### config.mk
export PLATFORM = sky130hd
export DESIGN_NAME = find_inv_bvlogic_serial
export DESIGN_NICKNAME = d
export VERILOG_FILES = /design/src/rtl/find_inv_pkg.sv /design/src/rtl/find_inv_lane_reduce.sv /design/src/rtl/find_inv_bvlogic_serial.sv
export SDC_FILE = /design/constraint.sdc
export NUM_CORES = 1
export LEC_CHECK = 0
export CAP_MARGIN = 15
export CORE_MARGIN = 2
export CORE_UTILIZATION = 47
export DETAILED_ROUTE_END_ITERATION = 7
export PLACE_DENSITY = 0.87
export SETUP_SLACK_MARGIN = 0.02
export SYNTH_ARGS = -nofsm -noshare
export SYNTH_HDL_FRONTEND = slang
export SYNTH_SLANG_ARGS = --single-unit
### constraint.sdc
create_clock -name clk -period 1.94 [get_ports clk]
set_clock_uncertainty 0.05 [all_clocks]
set_input_delay 0.388 -clock clk [delete_from_list [all_inputs] [get_ports clk]]
set_output_delay 0.388 -clock clk [all_outputs]
set_load 0.02 [all_outputs]
### src/rtl/find_inv_pkg.sv
// Shared types and the bit-sliced witness function for the serial
// invertibility witness generator.
package find_inv_pkg;

    typedef enum logic {
        OP_AND = 1'b0,
        OP_OR  = 1'b1
    } op_e;

    typedef enum logic {
        PRED_EQ = 1'b0,
        PRED_NE = 1'b1
    } pred_e;

    typedef enum logic [1:0] {
        IDLE = 2'd0,
        SCAN = 2'd1,
        DONE = 2'd2
    } state_e;

    typedef struct packed {
        logic t_any;
        logic t_all;
        logic s_any;
        logic s_all;
        logic viol;
    } flags_t;

    typedef struct packed {
        logic sat;
        logic x;
    } witness_t;

    // AND/OR reductions start from their neutral values on every accept.
    localparam flags_t ACC_INIT = '{t_any: 1'b0, t_all: 1'b1, s_any: 1'b0,
                                    s_all: 1'b1, viol: 1'b0};

    // Evaluated once per witness bit: every x formula is bitwise in t,
    // so the function stays independent of the operand width.
    function automatic witness_t inv_witness(input op_e op, input pred_e pred,
                                             input flags_t f, input logic t);
        witness_t w;
        w.sat = ~f.viol;
        w.x   = t;
        if (pred == PRED_NE) begin
            if (op == OP_AND) begin
                w.sat = f.s_any | f.t_any;
                w.x   = f.t_any ? ~t : 1'b1;
            end else begin
                w.sat = ~(f.s_all & f.t_all);
                w.x   = f.t_all ? 1'b0 : ~t;
            end
        end
        return w;
    endfunction

endpackage

### src/rtl/find_inv_lane_reduce.sv
// Combinational reduction of one LANE-bit slice of s and t into the
// partial flags accumulated by the serial scanner.
module find_inv_lane_reduce
    import find_inv_pkg::*;
#(
    parameter int LANE = 2
) (
    input  logic [LANE-1:0] s,
    input  logic [LANE-1:0] t,
    input  logic [LANE-1:0] mask,
    input  logic            op,
    output logic            t_any,
    output logic            t_all,
    output logic            s_any,
    output logic            s_all,
    output logic            viol
);

    // Masked-off bits read as 1 for the all-reductions and 0 for the rest.
    always_comb begin
        t_any = |(t & mask);
        t_all = &(t | ~mask);
        s_any = |(s & mask);
        s_all = &(s | ~mask);
        if (op == OP_AND) begin
            viol = |(t & ~s & mask);
        end else begin
            viol = |(s & ~t & mask);
        end
    end

endmodule

### src/rtl/find_inv_bvlogic_serial.sv
// Serial witness generator for (x OP s) PRED t, OP in {AND,OR}, PRED in {EQ,NE};
// scans LANE bits per cycle and presents x/sat behind a valid/ready pair.
module find_inv_bvlogic_serial
    import find_inv_pkg::*;
#(
    parameter int W    = 8,
    parameter int LANE = 2
) (
    input  logic         clk,
    input  logic         rst,
    input  logic         in_valid,
    output logic         in_ready,
    input  logic [W-1:0] in_s,
    input  logic [W-1:0] in_t,
    input  logic         in_op,
    input  logic         in_pred,
    output logic         out_valid,
    input  logic         out_ready,
    output logic [W-1:0] out_x,
    output logic         out_sat,
    output logic         busy
);

    localparam int NBEAT = (W + LANE - 1) / LANE;
    localparam int PW    = NBEAT * LANE;
    localparam int BW    = (NBEAT > 1) ? $clog2(NBEAT) : 1;
    localparam logic [BW-1:0] LAST_BEAT = BW'(NBEAT - 1);

    state_e          state_q, state_d;
    logic [PW-1:0]   s_q, t_q, s_pad, t_pad;
    op_e             op_q;
    pred_e           pred_q;
    logic [BW-1:0]   beat_q;
    flags_t          acc_q, acc_nxt, part;
    logic [LANE-1:0] lane_s, lane_t, lane_mask;
    logic [W-1:0]    x_nxt, x_q;
    logic            sat_nxt, sat_q;
    logic            accept, last;

    // Operands are zero-padded to a whole number of beats; the lane mask
    // hides the padding from the reductions.
    always_comb begin
        s_pad        = '0;
        t_pad        = '0;
        s_pad[W-1:0] = in_s;
        t_pad[W-1:0] = in_t;
    end

    always_comb begin
        lane_s = s_q[beat_q*LANE +: LANE];
        lane_t = t_q[beat_q*LANE +: LANE];
        for (int i = 0; i < LANE; i++) begin
            lane_mask[i] = (int'(beat_q) * LANE + i) < W;
        end
    end

    find_inv_lane_reduce #(
        .LANE(LANE)
    ) u_reduce (
        .s     (lane_s),
        .t     (lane_t),
        .mask  (lane_mask),
        .op    (op_q),
        .t_any (part.t_any),
        .t_all (part.t_all),
        .s_any (part.s_any),
        .s_all (part.s_all),
        .viol  (part.viol)
    );

    always_comb begin
        acc_nxt.t_any = acc_q.t_any | part.t_any;
        acc_nxt.t_all = acc_q.t_all & part.t_all;
        acc_nxt.s_any = acc_q.s_any | part.s_any;
        acc_nxt.s_all = acc_q.s_all & part.s_all;
        acc_nxt.viol  = acc_q.viol  | part.viol;
    end

    // Witness uses the flags including the final beat so it can be
    // registered on the SCAN->DONE edge.
    always_comb begin
        witness_t w;
        x_nxt   = '0;
        sat_nxt = 1'b0;
        for (int i = 0; i < W; i++) begin
            w        = inv_witness(op_q, pred_q, acc_nxt, t_q[i]);
            x_nxt[i] = w.x;
            sat_nxt  = w.sat;
        end
    end

    always_comb begin
        state_d = state_q;
        accept  = 1'b0;
        last    = 1'b0;
        unique case (state_q)
            IDLE: begin
                if (in_valid) begin
                    accept  = 1'b1;
                    state_d = SCAN;
                end
            end
            SCAN: begin
                if (beat_q == LAST_BEAT) begin
                    last    = 1'b1;
                    state_d = DONE;
                end
            end
            DONE: begin
                if (out_ready) begin
                    state_d = IDLE;
                end
            end
            default: state_d = IDLE;
        endcase
    end

    always_ff @(posedge clk or posedge rst) begin
        if (rst) begin
            state_q <= IDLE;
        end else begin
            state_q <= state_d;
        end
    end

    always_ff @(posedge clk or posedge rst) begin
        if (rst) begin
            s_q    <= '0;
            t_q    <= '0;
            op_q   <= OP_AND;
            pred_q <= PRED_EQ;
            beat_q <= '0;
            acc_q  <= '0;
            x_q    <= '0;
            sat_q  <= 1'b0;
        end else begin
            if (accept) begin
                s_q    <= s_pad;
                t_q    <= t_pad;
                op_q   <= op_e'(in_op);
                pred_q <= pred_e'(in_pred);
                beat_q <= '0;
                acc_q  <= ACC_INIT;
            end else if (state_q == SCAN) begin
                acc_q <= acc_nxt;
                if (!last) begin
                    beat_q <= beat_q + 1'b1;
                end
            end
            if (last) begin
                x_q   <= x_nxt;
                sat_q <= sat_nxt;
            end
        end
    end

    assign in_ready  = (state_q == IDLE);
    assign out_valid = (state_q == DONE);
    assign busy      = (state_q != IDLE);
    assign out_x     = x_q;
    assign out_sat   = sat_q;

endmodule

==> out/metrics.csv <==
stage,metric,value,unit
drt,Initial DRC Count,88,
floorplan,Core Area,3740,µm²
global_routing,largest net degree at the start of global routing,37,
global_routing,GRT met2 Usage,31.9,%
cells_and_area,layout cells sized above 1,23.1,%
sta,final setup vio count,0,
yosys,post-synth design cell area,1860,µm²
sta,worst rel slew slack,70.4,%
global_routing,Global Route Usage Sum,19.9,%
drt,vias per cell,5.50,
global_routing,first-pass GRT wire length,6580,µm
sta,Tmin final,1.89,ns
yosys,Post-Syn Instances,163,
placement,placed cell area,2300,µm²
cells_and_area,"commonest non-fill, non-tap cells in the layout","35 x dfrtp_1, 30 x clkdlybuf4s50_1, 28 x nor2_1",
floorplan,Ports,34,
clocking,clock buffer depth,2,
floorplan,Die X,66.9,µm
critical_path,startpoint types,flip-flop,
power,sw power,1.59,mW
sta,post-route clock period utilization,97.7,%
sta,setup TNS,0,ns
clocking,clock slew seen by the registers of the worst setup and hold paths,0.07,ns
sta,worst slew pin tran,0.444,ns
sta,worst hold slack,0.440,ns
power,Switching Share,37.7,%
drt,Wirelength per Cell,15.0,µm
critical_path,CP Max Fanout,6,
drt,final WL,3850,µm
yosys,register area share after synthesis,48.5,%
run,Max Cap Viol,0,
yosys,Syn Nets,186,
yosys,"flops & latches, synth",36,
power,Leak,1.04,nW
drt,DRC viols,0,
floorplan,FP Rows,22,
sta,Max Freq,0.528,GHz
power,Sequential Power Share,35.3,%
critical_path,Worst EP arrival,2.07,ns
power,total power,4.21,mW
clocking,worst skew pair latency,0.29,ns
worst_hold_path,Hold Path Class,input port to asynchronous set/reset pin,
yosys,Syn Area/Cell,11.4,µm²
drt,Pre-antenna DRT Iters,4,
power,clock power share,13.2,%
yosys,Yosys top cell by area,dfrtp_1,
clocking,CTS Buf Count,5,
drt,Post-DRT Antenna Nets,0,
floorplan,starting density of the core,49.6,%
placement,routability cong.,0.862,
critical_path,crit path cell chain,buf_6 > mux2i_2 > mux2_4 > a221o_1 > a211o_1 > a21oi_2,
sta,RSZ-0062 raised after global routing,true,
clocking,CTS H-tree lvls,2,
global_routing,initial antenna violation count,0,
clocking,Root Driver,clkbuf_8,
floorplan,die area,4470,µm²
cells_and_area,P&R area growth vs syn,30.2,%
placement,I/O Buffers,33,
cells_and_area,Finished Cell Area,2420,µm²
placement,Final HPWL DP,2800,µm
global_routing,met1 GRT Util,26.1,%
yosys,Area contributors post-synth,"dfrtp_1 48%, mux2_2 12%, mux4_1 7.1%, nor2_1 5.9%, a22o_1 5.2%",
clocking,clk sink count,36,
cells_and_area,diode count,0,
yosys,post-synth cell types,31,
clocking,CTS tree,done,
power,P_int,2.62,mW
sta,endpoints failing hold,0,
run_status,status,"complete, no violations",
power,worst vdd ir,0.000779,V
drt,vias,1408,
global_routing,GRT Max-Usage Layer,met2,
yosys,Ys Warns,0,
power,Comb power frac,51.5,%
critical_path,CP endpoint kind,flip-flop,
floorplan,DIE HEIGHT,66.9,µm
yosys,post-synth top area share,48.5,%
critical_path,CP Data Required Time,2.11,ns
global_routing,vias in the first global route,1454,
global_routing,GR Util met3,3.72,%
global_routing,GR Overflow Total,0,
critical_path,CP peak stage delay,0.45,ns
power,pwr/cell area,1740,nW/µm²
cells_and_area,"commonest non-fill, non-tap cell in the layout",dfrtp_1,
critical_path,CP max stage cell,dfrtp_2,
clocking,CTS hold repair buffers,0,
sta,"Slew Viols, Final",0,
critical_path,worst setup path class,flip-flop to flip-flop,
cells_and_area,nets@finish,230,
## per-stage QoR
stage	setup WS, ns	util, %	instances
global route	-0.0374	64.6	256
CTS	0.0204	63.9	255
global placement	0.0446	61.5	247
detailed placement	-0.0431	61.5	247
floorplan	0.0581	-	163
finish	0.0454	64.6	256
## cell families after synthesis
family / synth area share, %
muxes: 22.7
adders and majority gates: 0.673
AOI/OAI and AO/OA: 14.1
DFF: 48.5
and+or+nand+nor: 10.3
buffers and inverters: 3.77
## registers in the layout (all words and copies together) (netlist names)
register	count
out_x	8
out_sat	1
acc_q	5
state_q	2
t_q	8
s_q	8
beat_q	2
pred_q	1
op_q	1
## routing by layer
layer / wire (µm) / up-vias
met2: 1800 / 40
met5: 0 / -
li1: - / 682
met4: 72 / 0
met1: 1770 / 679
met3: 208 / 7
## power groups by stage
| stage | combinational, mW | sequential, mW | clock, mW |
|---|---|---|---|
| floorplan | 1.41 | 1.45 | 0 |
| global placement | 2.03 | 1.45 | 0 |
| detailed placement | 2.09 | 1.48 | 0 |
| CTS | 2.10 | 1.47 | 0.565 |
| global route | 2.37 | 1.54 | 0.606 |
| finish | 2.16 | 1.49 | 0.557 |
## synth_stat cells, drive strengths merged
cell type  instances
a221o              1
nand2              4
o2111ai            1
and4               1
nand2b             2
inv                5
nor2              29
nor3b              1
a22o              11
o22ai              1
nor2b              2
dfrtp             36
and3b              1
o221ai             1
a211o              1
o21bai             1
ha                 1
mux2              21
o21ai             12
and2               2
clkbuf             5
a21oi              6
nand3              1
mux2i              5
buf                4
a21boi             1
mux4               5
o21a               1
a31oi              1
## worst paths after layout
| kind | start | endpoint | slack [ns] | depth (start not counted) |
|---|---|---|---|---|
| worst max register to register | beat_q[0] | out_sat | 0.05 | 6 |
| worst min register to register | acc_q[4] | acc_q[4] | 0.45 | 2 |
| min in group clk | acc_q[4] | acc_q[4] | 0.45 | 2 |
| worst min-delay path | rst | t_q[6] | 0.44 | 3 |
| max in group asynchronous | rst | beat_q[0] | 1.07 | 3 |
| worst max-delay path | beat_q[0] | out_sat | 0.05 | 6 |
## timing repair
action                     in CTS  in global routing
setup endpoints to repair       3                 10
gates resized for setup         6                  5
pin swaps                       1                  2
buffers inserted                0                  1
gates cloned                    0                  0
## final cells by class
cell class                      count  area [µm²]
Fill cell                         296        1320
Sequential cell                    36         902
Multi-Input combinational cell    113         901
Timing Repair Buffer               46         444
Clock buffer                        7        86.3
Tap cell                           48        60.1
Inverter                            5        18.8
Clock inverter                      1        7.51
## critical path, delay by kind of cell, from the launching register on
| kind | cells | cell delay, ns |
|---|---|---|
| buffers and inverters | 1 | 0.15 |
| AOI/OAI and AO/OA | 3 | 0.73 |
| muxes | 2 | 0.44 |
| DFF | 1 | 0.45 |
(Power assumes the default switching activity.)
